===== src/rtl/pc_fetch_stage_if.sv =====
// Fetch-stage bus: instruction memory read port plus the instruction
// valid/ready hand-off towards the control unit.
interface pc_fetch_stage_if;
    logic        imem_req;
    logic [14:0] imem_addr;
    logic [31:0] imem_rdata;
    logic [31:0] instr;
    logic [14:0] instr_pc;
    logic        instr_valid;
    logic        instr_ready;

    modport master (
        output imem_req, imem_addr, instr, instr_pc, instr_valid,
        input  imem_rdata, instr_ready
    );

    modport slave (
        input  imem_req, imem_addr, instr, instr_pc, instr_valid,
        output imem_rdata, instr_ready
    );
endinterface


===== src/rtl/pc_fetch_stage.sv =====
// Instruction fetch stage: owns the fetch PC, issues single-cycle-latency memory
// reads and buffers returned instructions in a 2-entry FIFO with redirect flush.
module pc_fetch_stage #(
    parameter logic [14:0] RESET_PC = 15'd0
) (
    input  logic             clk,
    input  logic             reset,
    output logic [14:0]      pc,
    input  logic [14:0]      next_pc,
    input  logic             redirect,
    input  logic [14:0]      redirect_pc,
    pc_fetch_stage_if.master bus
);

    typedef enum logic [1:0] {StBoot, StRun, StRedir} state_e;

    state_e      state_q, state_d;
    logic [14:0] pc_q, pc_d;
    logic [1:0]  count_q, count_d;
    logic        rd_ptr_q, rd_ptr_d;
    logic        wr_ptr_q, wr_ptr_d;
    logic        inflight_q, inflight_d;
    logic [14:0] req_addr_q, req_addr_d;
    logic [31:0] fifo_data_q [2];
    logic [14:0] fifo_pc_q [2];

    logic        redirect_eff;
    logic        pop;
    logic        push;
    logic        req;
    logic [2:0]  occupancy;

    always_comb begin
        state_d      = state_q;
        pc_d         = pc_q;
        count_d      = count_q;
        rd_ptr_d     = rd_ptr_q;
        wr_ptr_d     = wr_ptr_q;
        req_addr_d   = pc_q;
        redirect_eff = redirect && (state_q != StBoot);
        pop          = (count_q != 2'd0) && bus.instr_ready;
        // The response of the previous cycle is dropped when a redirect arrives with it.
        push         = inflight_q && !redirect_eff;
        occupancy    = {1'b0, count_q} + {2'b00, inflight_q} - {2'b00, pop};
        req          = (state_q == StRun) && !redirect && (occupancy < 3'd2);
        inflight_d   = req;

        unique case (state_q)
            StBoot:  state_d = StRun;
            StRun:   state_d = redirect ? StRedir : StRun;
            StRedir: state_d = redirect ? StRedir : StRun;
            default: state_d = StBoot;
        endcase

        if (redirect_eff) begin
            pc_d     = redirect_pc;
            count_d  = 2'd0;
            rd_ptr_d = 1'b0;
            wr_ptr_d = 1'b0;
        end else begin
            if (req) begin
                pc_d = next_pc;
            end
            count_d  = count_q + {1'b0, push} - {1'b0, pop};
            rd_ptr_d = rd_ptr_q ^ pop;
            wr_ptr_d = wr_ptr_q ^ push;
        end
    end

    always_ff @(posedge clk or negedge reset) begin
        if (!reset) begin
            state_q    <= StBoot;
            pc_q       <= RESET_PC;
            count_q    <= 2'd0;
            rd_ptr_q   <= 1'b0;
            wr_ptr_q   <= 1'b0;
            inflight_q <= 1'b0;
            req_addr_q <= 15'd0;
        end else begin
            state_q    <= state_d;
            pc_q       <= pc_d;
            count_q    <= count_d;
            rd_ptr_q   <= rd_ptr_d;
            wr_ptr_q   <= wr_ptr_d;
            inflight_q <= inflight_d;
            req_addr_q <= req_addr_d;
        end
    end

    always_ff @(posedge clk or negedge reset) begin
        if (!reset) begin
            for (int i = 0; i < 2; i++) begin
                fifo_data_q[i] <= 32'd0;
                fifo_pc_q[i]   <= 15'd0;
            end
        end else if (push) begin
            fifo_data_q[wr_ptr_q] <= bus.imem_rdata;
            fifo_pc_q[wr_ptr_q]   <= req_addr_q;
        end
    end

    always_comb begin
        pc              = pc_q;
        bus.imem_req    = req;
        bus.imem_addr   = pc_q;
        bus.instr       = fifo_data_q[rd_ptr_q];
        bus.instr_pc    = fifo_pc_q[rd_ptr_q];
        bus.instr_valid = (count_q != 2'd0);
    end

endmodule


===== src/flat_wrapper.sv =====
// flat-port wrapper written by rule: the top's interface ports become plain ports
module pc_fetch_stage_flat 
#(
    parameter logic [14:0] RESET_PC = 15'd0
)
  (clk, reset, pc, next_pc, redirect, redirect_pc, bus_imem_req, bus_imem_addr, bus_instr, bus_instr_pc, bus_instr_valid, bus_imem_rdata, bus_instr_ready);
  pc_fetch_stage_if bus_i ();
  input  logic clk;
  input  logic reset;
  output logic [14:0] pc;
  input  logic [14:0] next_pc;
  input  logic redirect;
  input  logic [14:0] redirect_pc;
  output wire logic [$bits(bus_i.imem_req)-1:0] bus_imem_req;
  output wire logic [$bits(bus_i.imem_addr)-1:0] bus_imem_addr;
  output wire logic [$bits(bus_i.instr)-1:0] bus_instr;
  output wire logic [$bits(bus_i.instr_pc)-1:0] bus_instr_pc;
  output wire logic [$bits(bus_i.instr_valid)-1:0] bus_instr_valid;
  input wire logic [$bits(bus_i.imem_rdata)-1:0] bus_imem_rdata;
  input wire logic [$bits(bus_i.instr_ready)-1:0] bus_instr_ready;
  assign bus_imem_req = bus_i.imem_req;
  assign bus_imem_addr = bus_i.imem_addr;
  assign bus_instr = bus_i.instr;
  assign bus_instr_pc = bus_i.instr_pc;
  assign bus_instr_valid = bus_i.instr_valid;
  assign bus_i.imem_rdata = bus_imem_rdata;
  assign bus_i.instr_ready = bus_instr_ready;
  pc_fetch_stage #(.RESET_PC(RESET_PC)) u_core (.clk(clk), .reset(reset), .pc(pc), .next_pc(next_pc), .redirect(redirect), .redirect_pc(redirect_pc), .bus(bus_i));
endmodule

===== config.mk =====
export PLATFORM = sky130hd
export DESIGN_NAME = pc_fetch_stage_flat
export DESIGN_NICKNAME = d
export VERILOG_FILES = /design/src/rtl/pc_fetch_stage_if.sv /design/src/rtl/pc_fetch_stage.sv /design/src/flat_wrapper.sv
export SDC_FILE = /design/constraint.sdc
export NUM_CORES = 1
export LEC_CHECK = 0
export ABC_CLOCK_PERIOD_IN_PS = 2950
export CAP_MARGIN = 20
export CORE_UTILIZATION = 51
export CTS_BUF_LIST = sky130_fd_sc_hd__clkbuf_2
export DETAILED_ROUTE_END_ITERATION = 10
export GPL_TIMING_DRIVEN = 0
export PLACE_DENSITY = 0.83
export SYNTH_ARGS = -nofsm -noshare
export SYNTH_HDL_FRONTEND = slang
export SYNTH_SLANG_ARGS = --single-unit
export TNS_END_PERCENT = 5

===== constraint.sdc =====
create_clock -name clk -period 2.95 [get_ports clk]
set_input_delay 0.4425 -clock clk [delete_from_list [all_inputs] [get_ports clk]]
set_output_delay 0.4425 -clock clk [all_outputs]
set_load 0.03 [all_outputs]

==> run summary, run 1 <==
The DRC violations left is 0. At the pin with the least slew margin, the transition time is approximately 0.77 ns. The length in cells of the worst reg-to-reg path is 14. The largest vdd supply drop is roughly 710 uV.

On the critical path, the stage with the largest delay is an instance of dfrtp_2. The largest buffer count on any clock path is 2. TritonCTS built the clock tree. The data arrival at the endpoint of the critical path came out at ~2.6 ns. The most common library cell in the layout ignoring fill and taps is mux2_2. The cell count after synthesis came out at 370. Summed over all nets, the half-perimeter wirelength after detailed placement is between 8000 and 9000 um. The worst setup path is launched from a register. The share of post-route cells with drive strength above 1 came out at 44.85%. The number of instances in the placed design is ~660. The first TritonRoute pass finished after 4 iterations. The floorplan core area is ~11000 um2. The die boundary width came out at between 100 and 150 um.

The routed layout has 3532 vias. The largest net degree at the start of global routing is 67. The count of pins over their slew limit is 0. The final period demand of the worst path is 3.056 ns. Routability-driven placement finished with a final weighted congestion of between 0.7 and 0.8. The number of core rows is 38. Sequential elements use between 50% and 60% of the synthesized area. The critical path ends at bus_imem_req. The leakage power is approximately 3.5 nW.

The most critical setup path has its startpoint at u_core.count_q[1]$_DFF_PN0_. The count of nets left with antenna violations once routing finished came out at 0. The setup slack of the critical path after layout is -0.1063 ns. The worst reg-to-reg setup slack is roughly 0.050 ns.

Setup repair after global routing could not meet its margin everywhere. The net count of the finished layout came out at 616. The required time of the critical path came out at roughly 2.5 ns.

The maximum fanout along the worst path is 3. The share of the clock period used by the worst path came out at 103.6%. The post-synthesis cell area is between 5000 and 6000 um2. Buffers inserted during clock tree synthesis total 17. The maximum clock frequency is around 330 MHz. Setup violations remaining at the end of the flow were counted as 1. The capturing element type of the critical path is an output pin. In this design, the stage delay of the slowest critical-path cell is about 0.46 ns. The number of sinks handled by clock tree synthesis is between 100 and 150. The routed length per instance came out at 16.69 um. Leaving out fill and tap cells, the most frequent cells in the layout are mux2_2 (161), dfrtp_1 (130), clkdlybuf4s50_1 (122), buf_4 (20), dlygate4sd2_1 (20). The worst setup slack before clock tree synthesis came out at -0.4603 ns.

After detailed routing, the number of vias per cell comes to 5.097. The height of the chip came out at roughly 110 um. The critical path goes through o21a_1 -> ha_1 -> inv_2 -> nand2_2 -> fa_2 -> xnor2_2 -> and4_4 -> buf_6.

In this run the clock root is driven by a clkbuf_2. The critical path class is register to output pin. Clock-pin slew was measured on the worst setup and hold paths at about 0.19 ns. The run finished, with violations left. The count of endpoints failing hold in the final timing report is 0.

The clock tree skew after final layout is 0.02432 ns. The mean area per synthesized cell came out at approximately 15 um2. The area enclosed by the die boundary came out at 11650 um2. The number of nets in the synthesized netlist is around 450.

The repair_antennas step left the layout with diodes totalling 0. The first-pass GRT wire length is roughly 19000 um. Headroom to the max-slew limit came out at 48.95%. Global routing finished with a remaining overflow of 0.

The type of the tightest min-delay check is input port to asynchronous set/reset pin. For this design the top-level I/O count stands at 145. The total length of routed wires came out at around 12000 um. The number of DRC markers after the initial detailed-route iteration is 90.

The number of max-capacitance violations reported came out at 0. The number of library cell types mapped by synthesis is 20. The start of the worst register-to-register path is u_core.count_q[1]$_DFF_PN0_. During placement, the flow inserted port buffers numbering roughly 140. Once layout is complete, the cells apart from fillers number 693. Counting flops and latches in the post-synthesis netlist gives between 100 and 150. The endpoint identified for the worst register-to-register timing path is u_core.bus.imem_addr[5]$_DFFE_PN0P_.

The insertion delay of the later-clocked pin in the worst-skew pair came out at ~0.65 ns. The number of global-route vias before repair came to about 3900. The cell area power density is between 1000 and 1500 nW/um2. Compared with the post-synthesis result, the final layout area differs by 34.67%. The initial antenna violation count was 0. The starting density of the core came out at about 53%.

The count of yosys warnings during synthesis is 0. The H-tree generated during clock tree synthesis spans 4 levels. Global routing used a little over a fifth of the available tracks. The final reports fail on setup timing.
-- sequential cells by signal, summed over array words and instances, names as in the netlist --
name / flops
u_core.fifo_data_q: 64
u_core.fifo_pc_q: 30
u_core.bus.imem_addr: 15
u_core.req_addr_q: 15
u_core.count_q: 2
u_core.state_q: 2
u_core.inflight_q: 1
u_core.rd_ptr_q: 1
u_core.wr_ptr_q: 1
-- layer usage --
metal	global-route usage [%]	vias to the layer above	share of wire, %
met1	25.96	1804	41
li1	-	1621	-
met3	5.304	15	3.9
met4	7.926	0	1.5
met5	0	-	0
met2	38.42	92	53
-- synth_stat cells --
cell | number | area (um2)
a21oi_1 | 1 | 5.000
a41o_1 | 1 | 10.01
and4_2 | 1 | 10.01
buf_12 | 1 | 20.02
buf_2 | 13 | 65.06
buf_4 | 15 | 112.6
buf_6 | 1 | 11.26
clkbuf_1 | 4 | 15.01
dfrtp_1 | 131 | 3278
fa_1 | 1 | 20.02
ha_1 | 8 | 100.1
inv_1 | 8 | 30.03
mux2_2 | 161 | 1813
mux2_4 | 10 | 150.1
nand2_1 | 2 | 7.510
nor2_1 | 4 | 15.01
nor2b_1 | 3 | 18.77
nor3b_1 | 1 | 7.510
o21a_1 | 1 | 7.510
xnor2_1 | 3 | 26.28
-- how the worst min path moves through the flow --
stage | startpoint | to | slack [ns] | depth (start not counted)
6_report | reset | u_core.bus.imem_addr[9]$_DFFE_PN0P_ | 0.33 | 2
5_1_grt | reset | u_core.fifo_pc_q[25]$_DFFE_PN0P_ | 0.29 | 2
4_1_cts | reset | u_core.bus.imem_addr[14]$_DFFE_PN0P_ | 0.27 | 2
3_5_place_dp | u_core.bus.imem_addr[0]$_DFFE_PN0P_ | u_core.req_addr_q[0]$_DFF_PN0_ | 0.42 | 0
3_3_place_gp | u_core.bus.imem_addr[0]$_DFFE_PN0P_ | u_core.req_addr_q[0]$_DFF_PN0_ | 0.41 | 0
2_1_floorplan | reset | u_core.bus.imem_addr[0]$_DFFE_PN0P_ | 0.15 | 0
-- critical path, delay by kind of cell, from the launching register on --
kind	cells	cell delay, ns
fa+ha+maj	2	0.64
flops	1	0.46
simple gates	2	0.32
compound gates	1	0.20
buf+inv	2	0.20
xor+xnor	1	0.15
-- kinds of logic after synthesis --
logic type      after synthesis  synth area share, %
compound gates                3               0.3935
fa+ha+maj                     9                2.099
simple gates                 11                1.028
xor+xnor                      3               0.4592
mux                         171                34.30
buf+inv                      42                4.438
flops                       131                57.28
-- through the flow --
step	setup TNS [ns]	utilization, %	cell area (um2)	hold WS [ns]	power, mW
final	-0.1063	70.79	7707	0.3336	8.972
after global routing	-0.5574	70.79	7707	0.2856	9.469
after CTS	-0.2398	70.55	7681	0.2672	9.013
after detailed placement	-0.7170	67.67	7368	0.4238	7.819
after global placement	-446.00	67.41	7340	0.4146	7.647
after floorplan	0	-	5723	0.1469	6.051
-- layout make-up --
type | count | area, um2
sequential | 131 | 3279
fill | 751 | 3181
multi-input combinational | 197 | 2205
timing repair buffer | 152 | 1513
buffer | 34 | 231.5
clock inverter | 14 | 188.9
tap | 140 | 175.2
clock buffer | 17 | 85.08
inverter | 8 | 30.03
-- what timing repair did --
item,4_1_cts,5_1_grt
hold buffers,1,0
setup endpoints to repair,40,24
hold endpoints to repair,65,0
setup buffers,4,2
pin swaps,3,3
resized for setup,37,5
-- report_power, final --
| group | internal (mW) | switching, mW |
|---|---|---|
| Combinational | 2.44 | 2.35 |
| Clock | 0.549 | 0.651 |
| Sequential | 2.54 | 0.435 |
(Power assumes the default switching activity.)
==> inputs of run 2 (changes only) <==
--- a/config.mk
+++ b/config.mk
@@ -6,7 +6,6 @@
 export NUM_CORES = 1
 export LEC_CHECK = 0
 export ABC_CLOCK_PERIOD_IN_PS = 2950
-export CAP_MARGIN = 20
 export CORE_UTILIZATION = 51
 export CTS_BUF_LIST = sky130_fd_sc_hd__clkbuf_2
 export DETAILED_ROUTE_END_ITERATION = 10
==> results of run 2 <==
No change in the layout: final DEF, timing and power equal those of run 1.
